===== src/rtl/ifetch_prefetch.sv =====
// Instruction fetch stage: owns the fetch PC, runs a single-outstanding req/ack
// fetch to instruction memory and buffers words in a small prefetch FIFO.
// Optional stall counter port enabled by defining IFETCH_PERF_EN.
module ifetch_prefetch #(
  parameter int unsigned ADDR_W  = 16,
  parameter int unsigned DEPTH   = 4,
  parameter int unsigned PC_STEP = 2
) (
  input  logic                     clock,
  input  logic                     reset_n,
  output logic                     imem_req,
  output logic [ADDR_W-1:0]        imem_addr,
  input  logic                     imem_ack,
  input  logic [15:0]              imem_rdata,
  output logic                     ir_valid,
  output logic [15:0]              ir,
  output logic [ADDR_W-1:0]        ir_pc,
  input  logic                     ir_ready,
  input  logic                     redirect,
  input  logic [ADDR_W-1:0]        redirect_pc,
  output logic [$clog2(DEPTH):0]   fifo_count
`ifdef IFETCH_PERF_EN
  ,
  output logic [15:0]              stall_cnt
`endif
);

  localparam int unsigned PTR_W = $clog2(DEPTH);
  localparam int unsigned CNT_W = PTR_W + 1;

  typedef enum logic [1:0] {
    S_IDLE  = 2'd0,
    S_REQ   = 2'd1,
    S_DRAIN = 2'd2
  } state_e;

  state_e              state_q;
  logic [ADDR_W-1:0]   fpc_q;
  logic                req_q;
  logic [ADDR_W-1:0]   addr_q;
  logic [15:0]         word_q [DEPTH];
  logic [ADDR_W-1:0]   pc_q   [DEPTH];
  logic [PTR_W-1:0]    wptr_q;
  logic [PTR_W-1:0]    rptr_q;
  logic [CNT_W-1:0]    count_q;

  logic                push_c;
  logic                pop_c;
  logic                space_c;
  logic [CNT_W-1:0]    count_d;
  logic [ADDR_W-1:0]   rpc_c;
  logic [ADDR_W-1:0]   fpc_inc_c;

  // Occupancy after this cycle's push/pop decides whether another fetch may issue.
  always_comb begin
    pop_c     = (count_q != '0) && ir_ready;
    push_c    = (state_q == S_REQ) && imem_ack && !redirect;
    count_d   = count_q + CNT_W'(push_c) - CNT_W'(pop_c);
    space_c   = count_d < CNT_W'(DEPTH);
    rpc_c     = redirect_pc & ~ADDR_W'(1);
    fpc_inc_c = fpc_q + ADDR_W'(PC_STEP);
  end

  always_ff @(posedge clock or negedge reset_n) begin
    if (!reset_n) begin
      state_q <= S_IDLE;
      fpc_q   <= '0;
      req_q   <= 1'b0;
      addr_q  <= '0;
      wptr_q  <= '0;
      rptr_q  <= '0;
      count_q <= '0;
      for (int unsigned i = 0; i < DEPTH; i++) begin
        word_q[i] <= '0;
        pc_q[i]   <= '0;
      end
    end else begin
      // A redirect flushes the FIFO and overrides any push or pop.
      if (redirect) begin
        wptr_q  <= '0;
        rptr_q  <= '0;
        count_q <= '0;
      end else begin
        if (push_c) begin
          word_q[wptr_q] <= imem_rdata;
          pc_q[wptr_q]   <= fpc_q;
          wptr_q         <= wptr_q + PTR_W'(1);
        end
        if (pop_c) begin
          rptr_q <= rptr_q + PTR_W'(1);
        end
        count_q <= count_d;
      end

      unique case (state_q)
        S_IDLE: begin
          if (redirect) begin
            fpc_q <= rpc_c;
          end else if (space_c) begin
            state_q <= S_REQ;
            req_q   <= 1'b1;
            addr_q  <= fpc_q;
          end
        end
        S_REQ: begin
          if (redirect) begin
            fpc_q <= rpc_c;
            if (imem_ack) begin
              addr_q <= rpc_c;
            end else begin
              state_q <= S_DRAIN;
            end
          end else if (imem_ack) begin
            fpc_q <= fpc_inc_c;
            if (space_c) begin
              addr_q <= fpc_inc_c;
            end else begin
              state_q <= S_IDLE;
              req_q   <= 1'b0;
            end
          end
        end
        // Stale request stays on the bus until the memory acks it; its data is dropped.
        S_DRAIN: begin
          if (redirect) begin
            fpc_q <= rpc_c;
          end
          if (imem_ack) begin
            state_q <= S_REQ;
            addr_q  <= redirect ? rpc_c : fpc_q;
          end
        end
        default: begin
          state_q <= S_IDLE;
          req_q   <= 1'b0;
        end
      endcase
    end
  end

  assign imem_req   = req_q;
  assign imem_addr  = addr_q;
  assign ir_valid   = (count_q != '0);
  assign ir         = word_q[rptr_q];
  assign ir_pc      = pc_q[rptr_q];
  assign fifo_count = count_q;

`ifdef IFETCH_PERF_EN
  logic [15:0] stall_q;

  // Cycles where the consumer is ready but nothing is available; saturating.
  always_ff @(posedge clock or negedge reset_n) begin
    if (!reset_n) begin
      stall_q <= '0;
    end else if (ir_ready && !ir_valid && (stall_q != 16'hFFFF)) begin
      stall_q <= stall_q + 16'd1;
    end
  end

  assign stall_cnt = stall_q;
`endif

endmodule


===== config.mk =====
export PLATFORM = sky130hd
export DESIGN_NAME = ifetch_prefetch
export DESIGN_NICKNAME = d
export VERILOG_FILES = /design/src/rtl/ifetch_prefetch.sv
export SDC_FILE = /design/constraint.sdc
export NUM_CORES = 1
export LEC_CHECK = 0
export ABC_AREA = 1
export CORE_ASPECT_RATIO = 1.2
export CORE_MARGIN = 4
export CORE_UTILIZATION = 55
export DETAILED_ROUTE_END_ITERATION = 7
export PLACE_DENSITY = 0.78
export SLEW_MARGIN = 20
export SYNTH_ARGS = -nofsm -noshare
export SYNTH_HDL_FRONTEND = slang
export SYNTH_SLANG_ARGS = --single-unit

===== constraint.sdc =====
create_clock -name clock -period 3.25 [get_ports clock]
set_input_delay 0.65 -clock clock [delete_from_list [all_inputs] [get_ports clock]]
set_output_delay 0.65 -clock clock [all_outputs]
set_load 0.02 [all_outputs]

After elaboration in Yosys (flattened, before gate mapping). Cells that the tools add are included.

Bits in registers: 170. Bits of input ports: 37. Output and inout bits: 53. Logic and storage cells: 98.

Add/subtract/negate cells: 5. $lt $le $gt $ge: 4. Equal/unequal tests: 12. Mux-type cells: 41. Bitwise operators: 4. Reductions and logical operators: 17.

Operators by type and width (number): 16-bit two-way mux (15); 64-bit bitwise mux (2); 16-bit binary-select mux with 2-bit select (2); 16-bit one-hot mux with 3 select lines (1); 16-bit demux with 2-bit select (1); 16-bit one-hot mux with 2 select lines (1); 2-bit two-way mux (11); 6-bit AND reduction (3); 16-bit by 2-bit adder with 16-bit output (second input constant) (1); 2-bit != test (second input constant) (6); 3-bit != test (second input constant) (4); 3-bit >= comparator (second input constant) (2); 2-bit NOT with 3-bit output (2); 2-bit one-hot mux with 3 select lines (1); 2-bit nonzero test (3); 3-bit nonzero test (2); 1-bit two-way mux (5); 2-bit by 1-bit adder with 2-bit output (second input constant) (2); 1-bit logical AND (4); 2-bit AND reduction (2); 3-bit by 1-bit adder with 3-bit output (1); 3-bit by 1-bit < comparator with 1-bit output (second input constant) (1); 3-bit < comparator (second input constant) (1); 3-bit two-way mux (1); other kinds (8) (9).

Depth between registers and ports, before layout. Gate-level depths: netlist of run 1.

Depth in word-level cells: 10. Depth in mapped cells: 22. Gate-level depth less buffers: 20.

Least setup slack after synthesis of run 1. OpenSTA, ideal clock, no wires.

Path kind: register to register. From: reg state_q[1]. To: reg addr_q[11], in the netlist imem_addr[11]. Setup time: 117 ps. Data arrival time: 2699 ps. Data required time: 3133 ps. Setup slack: 434 ps. Cell stages (with the launch flop): 21. Buffers on the path: 2. Period minus slack after synthesis: 2816 ps. Cells stage by stage: dfrtp_1 -> inv_1 -> ha_1 -> buf_2 -> nand2_1 -> nor2_4 -> inv_1 -> ha_1 -> inv_1 -> ha_1 -> inv_1 -> fa_1 -> nand3_1 -> nand2_1 -> nand2_1 -> inv_2 -> nand2_1 -> nand3_2 -> buf_2 -> nand2_1 -> nand2_1.

Longest elaborated chain between the ends: 8. Elaborated cells between the ends (all ways): 16. Classes of those cells: add/sub: 2; order compare: 1; eq/ne: 7; mux: 1; reduce/logical: 5.

RTL lines: start: declaration (line 37) `state_e state_q;`; start signal: assignment (line 66) `state_q <= S_IDLE;`; start signal: assignment (line 100) `state_q <= S_REQ;`; start signal: assignment (line 111) `state_q <= S_DRAIN;`; 2-bit by 1-bit == test with 1-bit output (line 57, 95); 1-bit logical AND (2 in a row) (line 57) `push_c = (state_q == S_REQ) && imem_ack && !redirect;`; 3-bit by 1-bit adder with 3-bit output (line 58) `count_d = count_q + CNT_W'(push_c) - CNT_W'(pop_c);`; 3-bit by 1-bit subtractor with 3-bit output (line 58); 3-bit < comparator (line 59) `space_c = count_d < CNT_W'(DEPTH);`; 3-bit != test (no source line) or 2-bit != test (tied branches); 6-bit AND reduction (no source line); end signal: assignment (line 102) `addr_q <= fpc_q;`; end signal: assignment (line 109) `addr_q <= rpc_c;`; end signal: assignment (line 116) `addr_q <= fpc_inc_c;`; end: declaration (line 40) `logic [ADDR_W-1:0] addr_q;`.

Several ways; a longest one is shown, not always the timed one. A chain may end at the register's enable or synchronous reset.

Worst setup path in the final report of run 1.
From: reg rptr_q[1]. To: out ir_pc[10].

Longest elaborated chain between the ends: 4.

RTL lines: start: declaration (line 44) `logic [PTR_W-1:0] rptr_q;`; start signal: assignment (line 90) `rptr_q <= rptr_q + PTR_W'(1);`; 2-bit NOT with 3-bit output (implied by the code) (line 145) `assign ir_pc = pc_q[rptr_q];`; 16-bit binary-select mux with 2-bit select (line 145); 16-bit two-way mux (implied by the code) (2 in a row) (line 145); end: declaration (line 17) `output logic [ADDR_W-1:0] ir_pc,`.

Every way passes these cells. The select of a mux whose other input is x is not followed.

==> results of run 1 <==
==> path summary, 6_finish.rpt <==
kind | slack (ps) | startpoint | cells after the start | end
max reg2reg | 380 | state_q[1] | 19 | imem_addr[9]
min | 260 | reset_n | 1 | word_q[3]
max | 150 | rptr_q[1] | 5 | ir_pc[10]
min in group clock | 480 | word_q[47] | 2 | word_q[47]
max in group asynchronous | 2270 | reset_n | 2 | pc_q[22]
min reg2reg | 480 | word_q[47] | 2 | word_q[47]
==> per-layer routing <==
layer / GRT usage [%] / vias to the layer above / share of wire, %
li1: - / 3600 / -
met1: 34.1 / 3521 / 42
met2: 43.0 / 295 / 49
met3: 4.81 / 51 / 6.1
met4: 8.87 / 0 / 2.3
met5: 0 / - / 0
==> stage by stage <==
step	setup WS (ps)	TNS [ps]
2_1_floorplan	434	0
3_3_place_gp	-5.52	-10.7
3_5_place_dp	-67.2	-528
4_1_cts	33.3	0
5_1_grt	43.1	0
6_report	149	0
==> layout by cell type (no fill, tap or decap), types with 2 or more instances in the layout <==
cell	n
buf_6	2
nor2_1	99
buf_4	16
clkinvlp_4	3
o21ai_0	225
o22ai_1	41
a21oi_1	28
nor2_4	3
buf_12	7
o21ai_2	2
clkbuf_8	4
clkdlybuf4s50_1	87
nand2_2	4
nand3_1	33
inv_2	4
nor3_1	2
nand4_1	4
bufinv_16	2
nand2_1	262
clkbuf_16	17
clkinv_2	3
inv_1	61
a22oi_1	2
dfrtp_1	169
clkbuf_1	3
o21ai_1	17
ha_1	11
==> critical path, delay by kind of cell (launching register included) <==
| kind | cells | cell delay (ps) |
|---|---|---|
| buffers and inverters | 3 | 1070 |
| DFF | 1 | 580 |
| AOI/OAI and AO/OA | 2 | 370 |
==> power breakdown <==
part | leakage [uW] | internal, uW | switching (uW) | total [uW]
Combinational | 0.00221 | 1770 | 2720 | 4490
Sequential | 0.00223 | 2840 | 467 | 3300
Clock | 0.000282 | 1210 | 791 | 2000
==> registers in the layout, indices dropped and copies added, names as in the netlist <==
register and count:
fifo_count 3, fpc_q 16, imem_addr 16, imem_req 1, pc_q 64, rptr_q 2, state_q 2, word_q 64
wptr_q 2
==> Yosys cell counts, drive strengths merged <==
cell type | n | area [um2]
or2 | 3 | 18.8
nand2 | 266 | 1010
nor2 | 103 | 412
o22ai | 41 | 257
nand3b | 1 | 7.51
o21ai | 244 | 1230
nand3 | 34 | 175
a21boi | 1 | 7.51
a21oi | 28 | 140
clkinv | 1 | 3.75
nor3 | 2 | 10.0
inv | 66 | 248
ha | 11 | 138
o21a | 1 | 7.51
a22oi | 2 | 15.0
buf | 19 | 108
o21bai | 1 | 7.51
a31oi | 1 | 6.26
clkbuf | 42 | 158
fa | 1 | 20.0
nor4 | 1 | 6.26
dfrtp | 170 | 4250
nand4 | 4 | 25.0
==> kinds of logic (layout without fill, tap and decap cells) <==
| group | after synthesis | after routing | share of synthesized area, % |
|---|---|---|---|
| compound gates | 319 | 319 | 20.2 |
| fa+ha+maj | 12 | 12 | 1.91 |
| buf+inv | 128 | 210 | 6.26 |
| flops | 170 | 170 | 51.5 |
| simple gates | 414 | 414 | 20.1 |
==> cell type report <==
cell class                 instances  area [um2]
fill                            1216        4550
clock buffer                      24         492
sequential                       170        4260
clock inverter                     7        90.1
tap                              200         250
multi-input combinational        745        3490
timing repair buffer             112        1150
inverter                          67         255
==> timing repair <==
action,in CTS,in global routing
endpoints found under the setup margin,0,25
resized for setup,0,2
hold buffers,0,0
==> results.tsv, run 1 <==
metric	value	unit
# setup viols final	0	
GRT overflow	0	
initial core utilization	56.8	%
Mapped Cells	1043	
vias in the first global route	7227	
antenna cells	0	
placed wire-length estimate	13600	um
Avg Inst Size Synth	7.92	um2
CP arrival	2450	ps
net count after synthesis	1092	
RSZ-0062 raised after global routing	false	
Cell variety after synth	35	
total number of vias	7467	
clk_lat worst skew	430	ps
post-DR vias/cell	5.64	
Max VDD drop	0.607	mV
largest net degree at the start of global routing	79	
Critical Path Fanout Max	20	
Area Overhead vs Synth	20.9	%
I/O pin count	90	
routed len/inst	15.8	um
Fmax achieved	322	MHz
worst stage delay on the critical path	660	ps
global-route wire length before repair	35700	um
Pre-Repair DR Iteration Count	6	
die span in x	120	um
Tcrit/Tclk final	95.4	%
gr usage total	25.7	%
cts bufs inserted	17	
Detailed Route WL	20900	um
Pleak	0.00472	uW
PD cells	980	nW/um2
DRC viols	0	
core area	14500	um2
height of the die	142	um
crit end category	output port	
critical path launch point type	flop	
Setup CP Type	flop to output port	
Yosys warnings	0	
Iter 0 DRT Violations	692	
Worst Skew	9.15	ps
Post-Layout Cell Count	1325	
fin. max-slew vios	0	
Worst-path clk slew	60	ps
run status	completed	
Tot Pwr	9790	uW
share of post-route cells with drive strength above 1	6.31	%
relative slew slack	51.4	%
Final GP Congestion	0.904	
Placement Rows	48	
Worst Hold Slack	262	ps
PortBufs	88	
Synth Cell Area	8260	um2
clk sinks	170	
Hold Vio Cnt, Final	0	
worst path required time	2600	ps
cells along the critical path	inv_1 -> buf_4 -> o21ai_0 -> o22ai_1 -> clkdlybuf4s50_1	
worst min-delay path category	input pin to async pin	
initial antenna violation count	0	
post-route cell area	9990	um2
fin util	68.7	%
CTS tree	built	
max_cap viols	0	
Final min period	3100	ps
placement-stage cell area	9400	um2
#FFs+latches synth	170	
Slowest cell on crit path	clkdlybuf4s50_1	
Seq/Total Area, Yosys	51.5	%
CTS Root Cell	clkbuf_16	
Slew @ Worst Pin	729	ps
maximum root-to-sink buffer count	2	
number of setup buffers added after CTS	0	
DRT antenna net count	0	
Die ar.	17100	um2
placed cell count	1294	
nets	1162	
H-tree Lvls	4	
No activity file was read; power rests on OpenSTA's default activity.
==> inputs of run 2 (changes only) <==
--- a/config.mk
+++ b/config.mk
@@ -8,9 +8,10 @@
 export ABC_AREA = 1
 export CORE_ASPECT_RATIO = 1.2
 export CORE_MARGIN = 4
-export CORE_UTILIZATION = 55
+export CORE_UTILIZATION = 64
 export DETAILED_ROUTE_END_ITERATION = 7
-export PLACE_DENSITY = 0.78
+export DONT_BUFFER_PORTS = 1
+export PLACE_DENSITY = 0.8
 export SLEW_MARGIN = 20
 export SYNTH_ARGS = -nofsm -noshare
 export SYNTH_HDL_FRONTEND = slang
==> run 2 against run 1 <==
Effect of this change:
- the run now ends with negative hold slack left
- non-clock buffer count fell by 69
- wire length decreased by 2.6%
- die area decreased by 13%
- sequential cell count unchanged
- sequential share of layout area increased by 4.1 points
- hold slack worse by 350 ps
- first-iteration DRC count rose by 19%
==> results.tsv, run 2 (synthesis gave the netlist of run 1 again) <==
metric	value	unit	change
run status	finished with violations		
failing checks	negative hold slack		
CP arrival	3260	ps	+810 ps
clk sinks	170		unchanged
H-tree Lvls	4		unchanged
die span in x	112	um	-6.8%
post-route cell area	9100	um2	-8.9%
Slowest cell on crit path	dfrtp_1		
post-DR vias/cell	5.93		+5.3%
# setup viols final	0		unchanged
max_cap viols	0		unchanged
Pleak	0.00444	uW	-6.0%
Placement Rows	45		-6.3%
placement-stage cell area	8550	um2	-9.0%
Post-Layout Cell Count	1220		-7.9%
worst path required time	3570	ps	+970 ps
cells along the critical path	inv_1 -> ha_1 -> nand2_1 -> nor2_4 -> inv_1 -> ha_1 -> inv_1 -> ha_1 -> inv_1 -> fa_1 -> inv_1 -> nand2_1 -> nand2_1 -> nand2_1 -> inv_2 -> nand2_1 -> nand3_2 -> buf_4 -> nor2_1 -> nand2_1 -> nand2_1		
Critical Path Fanout Max	22		+10%
largest net degree at the start of global routing	171		+120%
CTS Root Cell	clkbuf_16		
Register Area	4260	um2	unchanged
Tcrit/Tclk final	90.7	%	-4.7 points
Hold Vio Cnt, Final	170		+170
placed wire-length estimate	12500	um	-8.2%
most frequent CP cell	nand2_1		
maximum root-to-sink buffer count	2		unchanged
PortBufs	0		-100%
placed cell count	1189		-8.1%
total number of vias	7238		-3.1%
setup slack after layout	302	ps	+153 ps
Fin Setup TNS	0	ps	unchanged
GRT met2 Usage	46.5	%	+3.5 points
nets	1093		-5.9%
Worst-path clk slew	70	ps	about the same
height of the die	132	um	-6.9%
Top delay family on crit path	adder cells		
# fillers	981		-19%
PD cells	999	nW/um2	+1.9%
post-cts resize count	0		unchanged
worst stage delay on the critical path	410	ps	-250 ps
clk_lat worst skew	420	ps	about the same
commonest cells after routing, fill and taps aside	262 x nand2_1, 225 x o21ai_0, 169 x dfrtp_1, 99 x nor2_1, 61 x inv_1		
share of post-route cells with drive strength above 1	8.71	%	+2.4 points
met3 GRT Util	5.40	%	+0.59 points
Top Usage Layer GRT	met2		
initial core utilization	65.2	%	+8.4 points
most common cell after layout, fill and taps aside	nand2_1		
Setup CP Type	flop to flop		
Worst Hold Slack	-86.6	ps	-348 ps
pre-CTS setup slack	308	ps	+375 ps
Area Overhead vs Synth	10.2	%	
DRC viols	0		unchanged
core area	12700	um2	-13%
Final GP Congestion	0.901		-0.31%
Tot Pwr	9090	uW	-7.1%
Worst Skew	7.75	ps	-1.40 ps
worst min-delay path category	input pin to async pin		
relative slew slack	47.7	%	-3.7 points
crit end category	flop		
antenna cells	0		unchanged
Die ar.	14800	um2	-13%
global-route wire length before repair	34100	um	-4.3%
RSZ-0062 raised after global routing	false		
routed len/inst	16.7	um	+5.8%
critical path launch point type	flop		
Final min period	2950	ps	-153 ps
area of the multi-input gates	3490	um2	unchanged
DRT antenna net count	0		unchanged
Pre-Repair DR Iteration Count	6		unchanged
GRT overflow	0		unchanged
met1 Track Usage GR	37.3	%	+3.2 points
CP Buf/Inv Count	7		+4
Detailed Route WL	20400	um	-2.6%
initial antenna violation count	0		unchanged
I/O pin count	90		unchanged
gr usage total	28.0	%	+2.3 points
vias in the first global route	6980		-3.4%
CTS tree	built		
top flop regs	pc_q x64, word_q x64		
Max VDD drop	0.571	mV	-6.0%
Iter 0 DRT Violations	826		+19%
fin. max-slew vios	0		unchanged
Fmax achieved	339	MHz	+5.2%
cts bufs inserted	17		unchanged
Slew @ Worst Pin	781	ps	+52.1 ps
## run 2: metal layers
metal  part of all wire [%]  wire length [um]  up-vias
met5                      0                 0        -
met4                    2.4               496        0
met3                    6.6              1350       49
met2                     49              9970      300
met1                     42              8580     3435
li1                       -                 -     3454
## run 2: worst reg2reg max path, stage by stage (launching register included)
cell and delay [ps]:
dfrtp_1 410, inv_1 90, ha_1 180, nand2_1 110
nor2_4 90, inv_1 50, ha_1 280, inv_1 60
ha_1 130, inv_1 40, fa_1 380, inv_1 70
nand2_1 50, nand2_1 130, nand2_1 100, inv_2 80
nand2_1 80, nand3_2 70, buf_4 250, nor2_1 90
nand2_1 70, nand2_1 40
## run 2: final timing paths
| check | from | end | slack [ps] | cells past startpoint |
|---|---|---|---|---|
| min | reset_n | word_q[3] | -90 | 0 |
| max | state_q[1] | imem_addr[15] | 300 | 21 |
| min reg2reg | word_q[19] | word_q[19] | 480 | 2 |
| min in group clock | redirect | fifo_count[0] | 290 | 1 |
| max reg2reg | state_q[1] | imem_addr[15] | 300 | 21 |
| max in group asynchronous | reset_n | imem_addr[13] | 3130 | 0 |
## run 2: per-stage QoR
| step | hold slack, ps | utilization [%] |
|---|---|---|
| after floorplan | 354 | - |
| after global placement | 359 | 67.5 |
| after detailed placement | 358 | 67.5 |
| after CTS | -91.5 | 71.8 |
| after global routing | -96.6 | 71.8 |
| final | -86.6 | 71.8 |
## run 2: final cells by class
type | count | area share (%)
multi-input combinational | 745 | 38.3
tap | 164 | 2.25
inverter | 67 | 2.76
sequential | 170 | 46.8
clock inverter | 13 | 1.22
clock buffer | 18 | 4.83
timing repair buffer | 43 | 3.82
## run 2: timing repair
item	4_1_cts	5_1_grt
setup endpoints to repair	0	0
endpoints found under the hold margin	170	170
setup buffers	0	0
## run 2: power breakdown
group / total, uW / switching [uW] / internal [uW]
combinational: 3760 / 2460 / 1290
clock: 1890 / 878 / 1020
sequential: 3440 / 608 / 2830
total: 9090 / 3950 / 5140
==> inputs of run 3 (changes only) <==
--- a/config.mk
+++ b/config.mk
@@ -8,10 +8,11 @@
 export ABC_AREA = 1
 export CORE_ASPECT_RATIO = 1.2
 export CORE_MARGIN = 4
-export CORE_UTILIZATION = 64
+export CORE_UTILIZATION = 55
 export DETAILED_ROUTE_END_ITERATION = 7
 export DONT_BUFFER_PORTS = 1
-export PLACE_DENSITY = 0.8
+export HOLD_SLACK_MARGIN = 0.03
+export PLACE_DENSITY = 0.7
 export SLEW_MARGIN = 20
 export SYNTH_ARGS = -nofsm -noshare
 export SYNTH_HDL_FRONTEND = slang
==> run 3 against run 2 <==
Effect of this change:
- the flow still finishes with violations (negative hold slack)
- sequential power hardly changed
- via count decreased by 3.0%
- first-iteration DRC count is 26% lower
- sequential share of layout area is 0.43 points lower
- fmax increased by 1.5%
- register-to-register slack improved by 40 ps
- clock skew increased by 0.54 ps
- critical path depth is the same
- clock power grew 5%
- global-route usage decreased by 3.0 points
- utilization fell by 8.6 points
- cell area increased by 0.92%
- largest cell class unchanged
==> results.tsv, run 3 (synthesis gave the netlist of run 1 again) <==
metric	value	unit	change
Worst Hold Slack	-79.3	ps	+7.27 ps
Pre-Repair DR Iteration Count	7		+1
met1 Track Usage GR	33.9	%	-3.4 points
internal power	5330	uW	+3.6%
number of setup buffers added after CTS	0		unchanged
placement-stage cell area	8610	um2	+0.70%
GRT overflow	0		unchanged
worst min-delay path category	input pin to async pin		
power share of the combinational group	41.0	%	-0.3 points
max_cap viols	0		unchanged
cts bufs inserted	17		unchanged
Tcrit/Tclk final	89.3	%	-1.4 points
relative slew slack	56.9	%	+9.2 points
Area Overhead vs Synth	11.2	%	
gr usage total	25.1	%	-3.0 points
I/O pin count	90		unchanged
# setup viols final	0		unchanged
Worst-path clk slew	60	ps	about the same
global-route wire length before repair	34300	um	+0.38%
vias in the first global route	6704		-4.0%
nets	1095		+0.18%
Fin Setup TNS	0	ps	unchanged
most common cell after layout, fill and taps aside	nand2_1		
Placement Rows	48		+6.7%
failing checks	negative hold slack		
Fmax achieved	344	MHz	+1.5%
maximum root-to-sink buffer count	2		unchanged
clk_lat worst skew	430	ps	about the same
Critical Path Fanout Max	21		-4.5%
core area	14500	um2	+15%
pre-CTS setup slack	340	ps	+32.5 ps
met3 GRT Util	4.57	%	-0.83 points
sw frac	42.0	%	-1.5 points
Clk network pwr share	21.7	%	+0.9 points
GRT met2 Usage	40.7	%	-5.8 points
Final min period	2900	ps	-44.3 ps
largest net degree at the start of global routing	171		unchanged
Max VDD drop	0.465	mV	-18%
sw power	3860	uW	-2.4%
Setup CP Type	flop to flop		
DRT antenna net count	0		unchanged
Detailed Route WL	20600	um	+0.85%
CTS Root Cell	clkbuf_16		
commonest cells after routing, fill and taps aside	262 x nand2_1, 225 x o21ai_0, 169 x dfrtp_1, 99 x nor2_1, 61 x inv_1		
total number of vias	7021		-3.0%
CP arrival	3220	ps	-40 ps
share of post-route cells with drive strength above 1	8.59	%	-0.12 points
initial antenna violation count	0		unchanged
setup slack after layout	347	ps	+44.3 ps
post-route cell area	9180	um2	+0.92%
fin util	63.2	%	-8.6 points
PortBufs	0		unchanged
R2R depth	21		unchanged
post-cts resize count	0		unchanged
Sequential Power Share	37.3	%	-0.5 points
Top Usage Layer GRT	met2		
routed len/inst	16.3	um	-2.3%
Slew @ Worst Pin	646	ps	-135 ps
placed wire-length estimate	12800	um	+2.2%
critical path launch point type	flop		
initial core utilization	56.8	%	-8.4 points
Pleak	0.00446	uW	+0.54%
crit end category	flop		
post-DR vias/cell	5.58		-6.0%
clk sinks	170		unchanged
worst path required time	3570	ps	about the same
die span in x	120	um	+7.3%
flop2flop setup slack	350	ps	+40 ps
antenna cells	0		unchanged
# fillers	1359		+39%
Reg-to-Reg End	imem_addr[10]		
fin. max-slew vios	0		unchanged
RSZ-0062 raised after global routing	false		
top flop regs	pc_q x64, word_q x64		
run status	finished with violations		
Iter 0 DRT Violations	614		-26%
Worst Skew	8.29	ps	+0.545 ps
Die ar.	17100	um2	+15%
DRC viols	0		unchanged
Hold Vio Cnt, Final	170		unchanged
worst r2r src	state_q[1]		
H-tree Lvls	4		unchanged
height of the die	142	um	+7.4%
Final GP Congestion	0.896		-0.59%
PD cells	1000	nW/um2	+0.11%
CTS tree	built		
-- run 3: how the worst max path moves through the flow --
stage          cells past startpoint  startpoint  slack, ps            end
2_1_floorplan                     20  state_q[1]        430  imem_addr[11]
3_3_place_gp                      19    imem_ack        410  imem_addr[10]
3_5_place_dp                      21  state_q[1]        340  imem_addr[10]
4_1_cts                           21  state_q[1]        340  imem_addr[10]
5_1_grt                           21  state_q[1]         60  imem_addr[10]
6_report                          21  state_q[1]        350  imem_addr[10]
-- run 3: power groups by stage --
stage          sequential, uW  combinational (uW)  clock [uW]
2_1_floorplan            3330                2710           0
3_3_place_gp             3440                3690           0
3_5_place_dp             3450                3760           0
4_1_cts                  3420                3780        2020
5_1_grt                  3520                4270        2110
6_report                 3430                3770        1990
-- run 3: routing by layer --
| layer | wire, um | share of wire (%) |
|---|---|---|
| met3 | 996 | 4.8 |
| met2 | 9930 | 48 |
| met4 | 408 | 2.0 |
| met1 | 9230 | 45 |
| met5 | 0 | 0 |
-- run 3: through the flow --
stage	hold slack, ps	instances	power (uW)
floorplan	354	1043	6040
global placement	360	1227	7130
detailed placement	360	1227	7210
CTS	-91.9	1259	9230
global route	-91.4	1259	9910
finish	-79.3	1259	9190
-- run 3: cell type report --
class,count,area [um2],share of cell area (%)
clock buffers,24,482,5.25
clock inverters,8,92.6,1.01
inverters,67,251,2.74
multi-input cells,745,3490,38.0
flip-flops and latches,170,4260,46.3
well taps,200,250,2.72
repair buffers,45,363,3.95
-- run 3: worst max-delay path: stages (launching register included) --
cell and delay [ps]:
dfrtp_1 410, inv_1 90, ha_1 160, nand2_1 120, nor2_4 100, inv_1 50
ha_1 270, inv_1 50, ha_1 120, inv_1 40, fa_1 370, inv_1 60
nand2_1 50, nand2_1 120, nand2_1 90, inv_2 80, nand2_1 70, nand3_2 80
buf_4 250, nor2_1 70, nand2_1 60, nand2_1 40
